File: config.mk
export PLATFORM = sky130hd
export DESIGN_NAME = cordic_vector
export DESIGN_NICKNAME = d
export VERILOG_FILES = /design/src/rtl/cordic_vector.sv
export SDC_FILE = /design/constraint.sdc
export NUM_CORES = 1
export LEC_CHECK = 0
export ABC_CLOCK_PERIOD_IN_PS = 6460
export CELL_PAD_IN_SITES_DETAIL_PLACEMENT = 1
export CELL_PAD_IN_SITES_GLOBAL_PLACEMENT = 1
export CORE_MARGIN = 2
export CORE_UTILIZATION = 45
export CTS_BUF_LIST = sky130_fd_sc_hd__clkbuf_8
export DETAILED_ROUTE_END_ITERATION = 10
export PLACE_DENSITY = 0.83
export SLEW_MARGIN = 0
export SYNTH_ARGS = -nofsm -noshare
export SYNTH_HDL_FRONTEND = slang
export SYNTH_SLANG_ARGS = --single-unit
File: constraint.sdc
create_clock -name clk -period 6.46 [get_ports clk]
set_input_delay 1.938 -clock clk [delete_from_list [all_inputs] [get_ports clk]]
set_output_delay 1.938 -clock clk [all_outputs]
set_load 0.02 [all_outputs]
File: src/rtl/cordic_vector.sv
// Iterative vectoring-mode CORDIC: (X, Y) -> (K*|v|, atan2(Y, X)).
// One micro-rotation per clock; quadrant pre-rotation folds the left
// half-plane into the right so the core iterations always converge.
// Angle format: 2^32 = 360 deg. Magnitude keeps the CORDIC gain K ~= 1.647.

// Single micro-rotation: drives y toward zero and accumulates the angle used.
module cordic_vector_step #(
  parameter int XW = 18
) (
  input  logic signed [XW-1:0] x,
  input  logic signed [XW-1:0] y,
  input  logic        [31:0]   z,
  input  logic        [4:0]    sh,
  input  logic        [31:0]   atan,
  output logic signed [XW-1:0] xn,
  output logic signed [XW-1:0] yn,
  output logic        [31:0]   zn
);
  logic signed [XW-1:0] xs, ys;

  // Rotate by -/+ atan(2^-sh) depending on the sign of y; both updates
  // use the incoming x/y.
  always_comb begin
    xs = x >>> sh;
    ys = y >>> sh;
    if (!y[XW-1]) begin
      xn = x + ys;
      yn = y - xs;
      zn = z + atan;
    end else begin
      xn = x - ys;
      yn = y + xs;
      zn = z - atan;
    end
  end
endmodule

module cordic_vector #(
  parameter int width = 16,
  parameter int ITER  = 16
) (
  input  logic                    clk,
  input  logic                    rst,
  input  logic                    start,
  input  logic signed [width-1:0] Xin,
  input  logic signed [width-1:0] Yin,
  output logic                    busy,
  output logic                    done,
  output logic        [width:0]   MAGout,
  output logic        [31:0]      ANGLEout
);
  // Two guard bits: one for the K*sqrt(2) growth, one so that negating
  // the most negative input cannot overflow.
  localparam int XW = width + 2;

  typedef enum logic {IDLE, CALC} state_t;

  state_t               state, state_nx;
  logic signed [XW-1:0] x, y, x_nx, y_nx;
  logic signed [XW-1:0] xe, ye, x0, y0;
  logic        [31:0]   z, z_nx, z0;
  logic        [4:0]    i;
  logic                 last;
  logic                 accept;

  // atan(2^-i) scaled so that 2^32 is a full turn, rounded to nearest.
  function automatic logic [31:0] atan_tab(input logic [4:0] k);
    case (k)
      5'd0:  atan_tab = 32'h20000000;
      5'd1:  atan_tab = 32'h12E4051E;
      5'd2:  atan_tab = 32'h09FB385B;
      5'd3:  atan_tab = 32'h051111D4;
      5'd4:  atan_tab = 32'h028B0D43;
      5'd5:  atan_tab = 32'h0145D7E1;
      5'd6:  atan_tab = 32'h00A2F61E;
      5'd7:  atan_tab = 32'h00517C55;
      5'd8:  atan_tab = 32'h0028BE53;
      5'd9:  atan_tab = 32'h00145F2F;
      5'd10: atan_tab = 32'h000A2F98;
      5'd11: atan_tab = 32'h000517CC;
      5'd12: atan_tab = 32'h00028BE6;
      5'd13: atan_tab = 32'h000145F3;
      5'd14: atan_tab = 32'h0000A2FA;
      5'd15: atan_tab = 32'h0000517D;
      5'd16: atan_tab = 32'h000028BE;
      5'd17: atan_tab = 32'h0000145F;
      5'd18: atan_tab = 32'h00000A30;
      5'd19: atan_tab = 32'h00000518;
      5'd20: atan_tab = 32'h0000028C;
      5'd21: atan_tab = 32'h00000146;
      5'd22: atan_tab = 32'h000000A3;
      5'd23: atan_tab = 32'h00000051;
      5'd24: atan_tab = 32'h00000029;
      5'd25: atan_tab = 32'h00000014;
      5'd26: atan_tab = 32'h0000000A;
      5'd27: atan_tab = 32'h00000005;
      5'd28: atan_tab = 32'h00000003;
      5'd29: atan_tab = 32'h00000001;
      5'd30: atan_tab = 32'h00000001;
      default: atan_tab = 32'h00000000;
    endcase
  endfunction

  assign last   = (i == 5'(ITER - 1));
  assign accept = (state == IDLE) && start;
  assign busy   = (state == CALC);

  // Sign-extend operands and fold quadrants II/III into I/IV by +/-90 deg.
  always_comb begin
    xe = {{2{Xin[width-1]}}, Xin};
    ye = {{2{Yin[width-1]}}, Yin};
    x0 = xe;
    y0 = ye;
    z0 = 32'h0;
    if (Xin[width-1]) begin
      if (!Yin[width-1]) begin
        x0 = ye;
        y0 = -xe;
        z0 = 32'h40000000;
      end else begin
        x0 = -ye;
        y0 = xe;
        z0 = 32'hC0000000;
      end
    end
  end

  cordic_vector_step #(.XW(XW)) u_step (
    .x    (x),
    .y    (y),
    .z    (z),
    .sh   (i),
    .atan (atan_tab(i)),
    .xn   (x_nx),
    .yn   (y_nx),
    .zn   (z_nx)
  );

  // State register.
  always_ff @(posedge clk) begin
    if (rst) state <= IDLE;
    else     state <= state_nx;
  end

  // Next state: leave IDLE on start, return after the final iteration.
  always_comb begin
    state_nx = state;
    case (state)
      IDLE:    if (start) state_nx = CALC;
      CALC:    if (last)  state_nx = IDLE;
      default: state_nx = IDLE;
    endcase
  end

  // Datapath: load on accept, iterate while busy, publish on the last step.
  always_ff @(posedge clk) begin
    if (rst) begin
      x        <= '0;
      y        <= '0;
      z        <= '0;
      i        <= '0;
      done     <= 1'b0;
      MAGout   <= '0;
      ANGLEout <= '0;
    end else begin
      done <= 1'b0;
      if (accept) begin
        x <= x0;
        y <= y0;
        z <= z0;
        i <= '0;
      end else if (state == CALC) begin
        x <= x_nx;
        y <= y_nx;
        z <= z_nx;
        i <= i + 5'd1;
        if (last) begin
          // x is non-negative after pre-rotation, so truncation is exact.
          MAGout   <= x_nx[width:0];
          ANGLEout <= z_nx;
          done     <= 1'b1;
          i        <= '0;
        end
      end
    end
  end
endmodule

==> metrics.yaml <==
run_status:
  status: "finished clean"
global_route:
  grt_max_degree: 83
  met1_usage_pct: 41.7
  grt_pass1_vias: 13400
  gr-usage-met2_pct: 46.1
  grt-ovfl-total: 0
  antenna_found_initial: 1
  grtUsageTotal_pct: 29.9
  busiest_layer: "met2"
  grt_use_met3_pct: 6.44
  grt_first_pass_wirelength_um: 74300
cts:
  insertion_delay_ns: 0.48
  cts-root-buf: "clkbuf_8"
  clkTransAtPathRegs_ns: 0.11
  tritoncts: "yes"
  clockBufferDepth: 2
  cts_hold_buf: 0
  cts.sinks: 154
  htreeDepth: 4
  cts_made_buffers: 17
yosys:
  yosysTopAreaCell: "dfxtp_1"
  avgSynthCellArea_um2: 7.80
  ys_seq_area_share_pct: 22.9
  synth.area.top_cells: "dfxtp_1 23%, a21oi_1 7.7%, ha_1 7.3%"
  synth_fa_ha_area_share_pct: 7.70
  synth_top_family_by_area: "compound AO/OA/AOI/OAI gates"
  ys.flop_type: "dfxtp_1"
  ys_ff_latch: 154
  synthDominantCellAreaShare_pct: 22.9
  synthMuxAreaShare_pct: 10.0
  ys_warn_count: 0
  synth_compound_area_share_pct: 24.8
  syn_nets: 1841
  synth_xor_area_share_pct: 8.34
  synth_edf_count: 0
  ys_types: 87
  synth_cells: 1725
  synthSimpleGateAreaFrac_pct: 20.4
  async_reset_ff_share_pct: 0
  syn_area_mm2: 0.0134
timing:
  skew_ns: 0.0246
  layout_setup_ws_ns: 0.455
  slew_headroom_pct: 26.1
  rsz0062_at_grt: "false"
  fin_setup_tns_ns: 0
  finalCritPeriodShare_pct: 93.0
  fmaxAchievable_mhz: 167
  finalSetupViolCount: 0
  post-route-min-period_ns: 6.00
  tightest_slew_ns: 1.11
  hold_viol_final: 0
  holdWs_ns: 0.458
  final-max-slew-violation-count: 0
routing:
  wl_um: 46500
  vias: 13600
  post-route-drc-count: 0
  drtIter0Drc: 1056
  antenna_left: 0
  wl_per_cell_um: 21.6
  drtPass1Iterations: 5
  route.detailed.vias_per_inst: 6.34
worst_setup_path:
  required_ns: 6.85
  critPathTopFamily: "compound AO/OA/AOI/OAI gates"
  endpoint: "y[17]"
  cp-startpoint: "i[0]"
  r2r_end: "y[17]"
  r2r_cells: 18
  r2r_slack_ns: 0.46
  cp_slowest_cell: "mux4_1"
  start_kind: "flop"
  arrival_ns: 6.40
  slowest_delay_ns: 0.68
  crit_chain: "buf_4 > mux4_1 > a22o_1 > o32ai_1 > and2_1 > nand2_1 > nor4_1 > a21oi_1 > xnor2_1 > ha_1 > and2_1 > nand2_1 > a2bb2oi_1 > a31oi_1 > a31oi_1 > o21ai_0 > xnor2_1 > a221oi_1"
  crit_cells: 18
  cp_num_buf_inv: 1
  cp_max_fo: 29
  reg2reg_from: "i[0]"
  critPathKind: "flop to flop"
  crit_path_end_kind: "flop"
floorplanning:
  num_rows: 63
  die_area_mm2: 0.0313
  ios: 86
  core_mm2: 0.0296
  die_y_um: 177
  die_w_um: 177
  initial_utilization_pct: 45.5
min_path:
  hp-class: "flop to flop"
  hold_depth: 2
cells_and_area:
  diodes: 0
  fin_nets: 1863
  drive_gt1_share_pct: 6.93
  area_growth_syn_to_layout_pct: 9.65
placement:
  port_buffers: 85
  gp_congestion: 0.948
  place_hpwl_um: 34900
  pre_cts_ws_ns: 0.432
power_and_ir_drop:
  ir_drop_v: 0.000146
  p_per_area_mw_per_mm2: 337
  leakage_uw: 0.00589
run:
  cap_violations: 0
cell type report:
class / count / area (µm²)
clock inverters: 15 / 128
flip-flops and latches: 154 / 3090
clock buffers: 17 / 234
well taps: 390 / 488
repair buffers: 111 / 1040
fillers: 3692 / 14800
multi-input cells: 1421 / 9610
inverters: 42 / 158
worst register-to-register path, cell delays in order (launching register included):
cell and delay [ns]:
dfxtp_2 0.64, buf_4 0.47, mux4_1 0.68, a22o_1 0.27, o32ai_1 0.65, and2_1 0.25, nand2_1 0.09, nor4_1 0.67
a21oi_1 0.17, xnor2_1 0.17, ha_1 0.32, and2_1 0.19, nand2_1 0.09, a2bb2oi_1 0.25, a31oi_1 0.17, a31oi_1 0.28
o21ai_0 0.14, xnor2_1 0.14, a221oi_1 0.27
cells by family after synthesis:
kind of cell / after synthesis
compound gates: 527
buf+inv: 150
fa+ha+maj: 81
xor+xnor: 128
flops: 154
simple gates: 602
mux: 83
repair_timing:
action / CTS / global route
endpoints found under the setup margin: 0 / 1
buffers inserted: 0 / 0
gates resized for setup: 0 / 1
Yosys cell counts, drive strengths merged, types with 14 or more instances:
cell type    n
xor2        45
xnor2       83
nor2       212
buf         25
o21a        17
ha          78
nor3        33
inv         37
a21o        31
nand3       25
mux4        38
and3        37
clkbuf      83
dfxtp      154
o21ai       73
a31oi       25
nor2b       14
mux2i       37
a21oi      206
a211oi      68
nand2      195
sequential cells by signal, indices dropped and copies added, names as in the netlist, 5 cells and up:
register     count
ANGLEout        32
z               32
u_step.atan     30
x               18
y               18
MAGout          17
i                5
where the power goes:
group | switching, µW | internal, µW | total (µW)
sequential | 195 | 1060 | 1250
clock | 424 | 304 | 728
combinational | 1750 | 1240 | 2990
total | 2370 | 2600 | 4970
metal layers:
metal,routed length [µm],up-vias
met2,20400,477
li1,-,6332
met3,3310,111
met1,21600,6699
met4,1220,2
met5,13,-
worst min-delay path by stage:
stage	start	to	slack, ns
after floorplan	z[25]	z[25]	0.46
after global placement	ANGLEout[22]	ANGLEout[22]	0.44
after detailed placement	ANGLEout[22]	ANGLEout[22]	0.45
after CTS	ANGLEout[22]	ANGLEout[22]	0.46
after global routing	MAGout[10]	MAGout[10]	0.47
final	ANGLEout[22]	ANGLEout[22]	0.46
through the flow:
| step | instances | total power, µW | utilization, % | cell area, µm² |
|---|---|---|---|---|
| finish | 2150 | 4970 | 49.9 | 14700 |
| global route | 2150 | 5330 | 49.9 | 14700 |
| floorplan | 1725 | 3430 | - | 13400 |
| CTS | 2150 | 4920 | 49.9 | 14700 |
| global placement | 2118 | 4060 | 48.6 | 14400 |
| detailed placement | 2118 | 4180 | 48.6 | 14400 |
layout by cell type, fill, tap and decap left out, drive strengths merged, types with 38 or more instances in the layout:
cell type,synthesis,final
a211oi,68,68
a21oi,206,206
clkdlybuf4s50,0,83
dfxtp,154,154
ha,78,78
inv,37,45
mux4,38,38
nand2,195,195
nor2,212,212
o21ai,73,73
xnor2,83,83
xor2,45,45
No activity file was read; power rests on OpenSTA's default activity.
